### config.mk
export PLATFORM = sky130hd
export DESIGN_NAME = xk_update_sequencer
export DESIGN_NICKNAME = d
export VERILOG_FILES = /design/src/rtl/xk_update_sequencer.sv
export SDC_FILE = /design/constraint.sdc
export NUM_CORES = 1
export LEC_CHECK = 0
export ABC_CLOCK_PERIOD_IN_PS = 31500
export BUFFER_PORTS_ARGS = -buffer_cell sky130_fd_sc_hd__buf_2
export CAP_MARGIN = 20
export CORE_AREA = 4 4 160 162
export CTS_CLUSTER_DIAMETER = 60
export CTS_CLUSTER_SIZE = 24
export DETAILED_ROUTE_END_ITERATION = 16
export DIE_AREA = 0 0 164 166
export PLACE_DENSITY = 0.93
export SLEW_MARGIN = 20
export SYNTH_ARGS = -nofsm -noshare
export SYNTH_HDL_FRONTEND = slang
export SYNTH_SLANG_ARGS = --single-unit
export TNS_END_PERCENT = 30
### constraint.sdc
create_clock -name clk -period 31.5 [get_ports clk]
set_input_delay 4.725 -clock clk [delete_from_list [all_inputs] [get_ports clk]]
set_output_delay 4.725 -clock clk [all_outputs]
set_load 0.005 [all_outputs]
### src/rtl/xk_update_sequencer.sv
// xk_update_sequencer
// Collects serial x_k elements into one W*N-bit assembly register. Each
// completed vector gets a one-cycle write strobe toward the x_k-previous
// store. A run repeats this for max_iter vectors and then pulses done.

module xk_update_sequencer #(
  parameter int number_of_equations_per_cluster = 9,
  parameter int element_width                   = 32,
  parameter int iter_width                      = 16
) (
  input  logic                                                clk,
  input  logic                                                rst,
  input  logic                                                start,
  input  logic                                                abort,
  input  logic [iter_width-1:0]                               max_iter,
  input  logic                                                elem_valid,
  input  logic [element_width-1:0]                            elem_data,
  output logic                                                elem_ready,
  output logic                                                prev_write_enable,
  output logic [element_width*number_of_equations_per_cluster-1:0] prev_input_data,
  output logic                                                busy,
  output logic [iter_width-1:0]                               iteration_count,
  output logic                                                done
);

  localparam int N           = number_of_equations_per_cluster;
  localparam int W           = element_width;
  localparam int index_width = (N > 1) ? $clog2(N) : 1;

  typedef enum logic [1:0] {
    IDLE    = 2'd0,
    COLLECT = 2'd1,
    COMMIT  = 2'd2,
    DONE    = 2'd3
  } state_t;

  state_t                 state;
  state_t                 state_next;
  logic [index_width-1:0] elem_index;
  logic [N*W-1:0]         assembly;
  logic [iter_width-1:0]  max_latched;
  logic                   accept;
  logic                   last_elem;
  logic                   launch;
  logic [iter_width-1:0]  count_inc;

  // An abort in COLLECT wins over a simultaneous element, so a cancelled
  // vector never picks up one more slot.
  assign accept    = (state == COLLECT) && elem_valid && !abort;
  assign last_elem = (elem_index == index_width'(N - 1));
  assign launch    = (state == IDLE) && start;
  assign count_inc = iteration_count + iter_width'(1);

  // The assembly register is the vector store's data bus. Slots that have
  // not been written keep their previous contents.
  assign prev_input_data = assembly;

  // Next-state decision for the run sequencing
  always_comb begin
    state_next = state;
    case (state)
      IDLE: begin
        if (start) begin
          state_next = (max_iter == '0) ? DONE : COLLECT;
        end else begin
          state_next = IDLE;
        end
      end
      COLLECT: begin
        if (abort) begin
          state_next = IDLE;
        end else if (accept && last_elem) begin
          state_next = COMMIT;
        end else begin
          state_next = COLLECT;
        end
      end
      COMMIT: begin
        if (abort) begin
          state_next = IDLE;
        end else if (count_inc == max_latched) begin
          state_next = DONE;
        end else begin
          state_next = COLLECT;
        end
      end
      DONE:    state_next = IDLE;
      default: state_next = IDLE;
    endcase
  end

  // State register and control outputs. The outputs are registered from the
  // next state, so they line up with the state and reset drops them at once.
  always_ff @(posedge clk or posedge rst) begin
    if (rst) begin
      state             <= IDLE;
      elem_ready        <= 1'b0;
      prev_write_enable <= 1'b0;
      busy              <= 1'b0;
      done              <= 1'b0;
    end else begin
      state             <= state_next;
      elem_ready        <= (state_next == COLLECT);
      prev_write_enable <= (state_next == COMMIT);
      busy              <= (state_next == COLLECT) || (state_next == COMMIT);
      done              <= (state_next == DONE);
    end
  end

  // Run bookkeeping: latch the limit at launch, count committed vectors
  always_ff @(posedge clk or posedge rst) begin
    if (rst) begin
      iteration_count <= '0;
      max_latched     <= '0;
    end else if (launch) begin
      iteration_count <= '0;
      max_latched     <= max_iter;
    end else if ((state == COMMIT) && !abort) begin
      iteration_count <= count_inc;
    end else begin
      iteration_count <= iteration_count;
    end
  end

  // Element assembly: write the accepted element into its slot, then advance the index
  always_ff @(posedge clk or posedge rst) begin
    if (rst) begin
      elem_index <= '0;
      assembly   <= '0;
    end else if (launch) begin
      elem_index <= '0;
    end else if (accept) begin
      for (int i = 0; i < N; i++) begin
        if (elem_index == index_width'(i)) begin
          assembly[i*W +: W] <= elem_data;
        end
      end
      elem_index <= last_elem ? '0 : elem_index + index_width'(1);
    end else begin
      elem_index <= elem_index;
    end
  end

endmodule

==> results.py <==
metrics = {
    "pwr": {
        "p_per_area_nw_per_um2": 63.7,
        "pwr-share-comb_pct": 17.7,
        "p_leak_nw": 8.70,
        "clkPwrFrac_pct": 30.3,
        "swShare_pct": 27.7,
        "intPower_mw": 0.734,
        "p_total_mw": 1.01,
        "switchingPower_mw": 0.281,
        "ir_worst_vdd_uv": 42.1,
        "power_frac_seq_pct": 52.0,
    },
    "yosys": {
        "ys_seq_area_share_pct": 63.1,
        "synth_top_family_by_area": "multiplexers",
        "synth_xor_area_share_pct": 1.47,
        "synth_warnings": 0,
        "syn-num-nets": 929,
        "syn_inst": 868,
        "syn_area_um2": 13100,
        "synthTopCellsByArea": "dfrtp_1 (63%), mux2_2 (26%), o21ai_0 (1.1%), buf_2 (1.1%), xnor2_1 (0.94%)",
        "synth_most_common_cell": "dfrtp_1",
        "synthAdderAreaFrac_pct": 0.764,
        "syn_area_per_cell_um2": 15.1,
        "synth_flop_cell": "dfrtp_1",
        "yosys.area_share.simple_pct": 4.08,
        "synth.ff_latch_count": 330,
        "yosys.cell_types.count": 45,
        "async_flop_share_pct": 100,
        "synth_top_area_share_pct": 63.1,
        "synth_commonest_cells": "dfrtp_1 (330), mux2_2 (298), o21ai_0 (29), buf_2 (28), nand2_1 (24)",
        "synth_top_area_cell": "dfrtp_1",
        "synth_compound_area_share_pct": 2.75,
        "synth_edf_count": 0,
        "muxShareOfSynthArea_pct": 26.1,
    },
    "place": {
        "io_buffers": 360,
        "place_congestion": 0.884,
        "dp_hpwl_mm": 23.2,
        "dp.cells": 1515,
        "place_ws_ns": 24.19,
    },
    "timing": {
        "period_minus_slack_ns": 6.65,
        "setup_slack_ns": 24.85,
        "maxSlewHeadroom_pct": 27.0,
        "max_freq_mhz": 150,
        "max_slew.worst_pin.slew_ns": 1.09,
        "post-route-period-util_pct": 21.1,
        "hold_viol_final": 0,
        "grt_setup_unrepaired": "false",
        "tns_ns": 0,
        "fin_worst_skew_ns": 0.0143,
        "slew_violations": 0,
        "setup_viol": 0,
    },
    "floorplanning": {
        "fp.dieW_um": 164,
        "start_util_pct": 54.3,
        "die_y_um": 166,
        "die_area_um2": 27200,
        "io-pin-count": 361,
        "core_area_um2": 24100,
        "std_cell_rows": 57,
    },
    "cts": {
        "cts_buffers": 23,
        "post_cts_buffers": 0,
        "cts_tree": "built",
        "root_buffer": "clkbuf_16",
        "clock-sinks": 330,
        "holdBufCountCts": 0,
        "clock_latency_ns": 0.52,
        "cts_buffer_depth": 3,
        "clk_pin_slew_ns": 0.09,
        "cts-resized-gates": 0,
        "cts_htree_levels": 1,
    },
    "drt": {
        "routed_wl_mm": 34.3,
        "drt-pass1-iter-count": 4,
        "drc": 0,
        "via_count": 8657,
        "wl_per_cell_um": 22.1,
        "ant_nets": 0,
        "first_iter_violations": 545,
        "vias_per_cell": 5.57,
    },
    "worst_setup_path": {
        "critPathLaunchType": "input pin",
        "crit_fanout": 147,
        "r2r_end": "busy",
        "crit_chain": "buf_2 > inv_8 > buf_4 > buf_4",
        "r2r_start": "iteration_count[7]",
        "cp_num_buf_inv": 4,
        "arrival_ns": 7.19,
        "critPathKind": "input pin to async pin",
        "cp-end-kind": "async pin",
        "path_delay_family": "buffers and inverters",
        "path_common_cell": "buf_4",
        "required_ns": 32.04,
        "slowest_stage": "buf_4",
        "worstRegToRegCells": 8,
        "slowest_delay_ns": 0.81,
        "ff2ff_setup_slack_ns": 28.71,
    },
    "finish": {
        "finalNonFillerCells": 1553,
        "nFillCells": 1699,
        "syn_to_final_growth_pct": 21.7,
        "fin_nets": 1277,
        "final-seq-area_um2": 8260,
        "drive_gt1_share_pct": 58.6,
        "diodes": 0,
        "multi_input_area_um2": 4630,
    },
    "hold_path": {
        "holdPathEnd": "prev_input_data[8]",
        "hold_path.class": "flip-flop to flip-flop",
        "hold_path_depth": 1,
        "holdCritStartpoint": "prev_input_data[8]",
    },
    "global_routing": {
        "grt-ovfl-total": 0,
        "grt_max_degree": 148,
        "grt_pass1_wl_mm": 53.5,
        "track_usage_pct": 25.0,
        "grt_pass1_vias": 9037,
        "antenna_found_initial": 0,
    },
    "flow_run": {
        "drv_cap": 0,
    },
    "run_status": {
        "status": "finished clean",
    },
}
routing by layer:
metal	track usage [%]	up-vias	part of all wire, %
met3	4.59	65	7.2
li1	-	3772	-
met2	43.8	366	52
met1	31.7	4454	39
met5	0	-	0
met4	7.08	0	2.7
sequential cells by signal, summed over array words and instances (netlist names):
name and cells:
busy 1, prev_input_data 288, elem_index 4, max_latched 16
done 1, iteration_count 16, state 2, prev_write_enable 1
elem_ready 1
cell usage in the layout (no fill, tap or decap), types with 4 or more instances in the layout:
cell         n
a21o_1       4
a21oi_1      6
a22o_1       4
and2_2       4
buf_2      360
buf_4        5
clkbuf_16   23
clkinv_8     4
dfrtp_1    330
ha_1         8
inv_1        6
inv_6        4
mux2_1       6
mux2_2     298
nand2_1     20
nand2_2      4
nand2b_1     4
nand3_1      8
nor2_1      18
nor3_1       5
nor4_1      10
o21ai_0     29
o31ai_1      4
xnor2_1     14
xor2_1       8
metrics by stage:
step	utilization, %	hold slack, ns	instance area (µm²)
final	66.1	0.494	15900
after global routing	66.1	0.512	15900
after CTS	66.1	0.498	15900
after detailed placement	62.9	0.474	15200
after global placement	62.9	0.462	15200
after floorplan	-	0.483	13100
final cells by class:
class	instances	area share [%]
repair buffers	365	11.5
flip-flops and latches	330	51.8
inverters	7	0.212
well taps	324	2.54
clock inverters	14	1.15
multi-input cells	489	29.1
clock buffers	24	3.70
cell families (layout without fill, tap and decap cells):
logic type | after synthesis | in the layout
compound gates | 58 | 58
simple gates | 97 | 97
fa+ha+maj | 8 | 8
buf+inv | 49 | 410
mux | 304 | 304
xor+xnor | 22 | 22
flops | 330 | 330
worst max path at each step:
stage / cells after the start / endpoint / slack [ns] / start
2_1_floorplan: 1 / busy / 17.64 / rst
3_3_place_gp: 4 / prev_input_data[102] / 24.26 / rst
3_5_place_dp: 4 / prev_input_data[102] / 24.19 / rst
4_1_cts: 4 / prev_input_data[260] / 24.77 / rst
5_1_grt: 4 / prev_input_data[232] / 24.41 / rst
6_report: 4 / prev_input_data[233] / 24.85 / rst
power groups by stage:
stage                     Combinational (mW)  Sequential [mW]  Clock [mW]
after global placement                 0.173            0.529           0
after floorplan                       0.0792            0.536           0
final                                  0.180            0.527       0.308
after detailed placement               0.182            0.535           0
after global routing                   0.196            0.535       0.334
after CTS                              0.183            0.527       0.315
(Power assumes the default switching activity.)
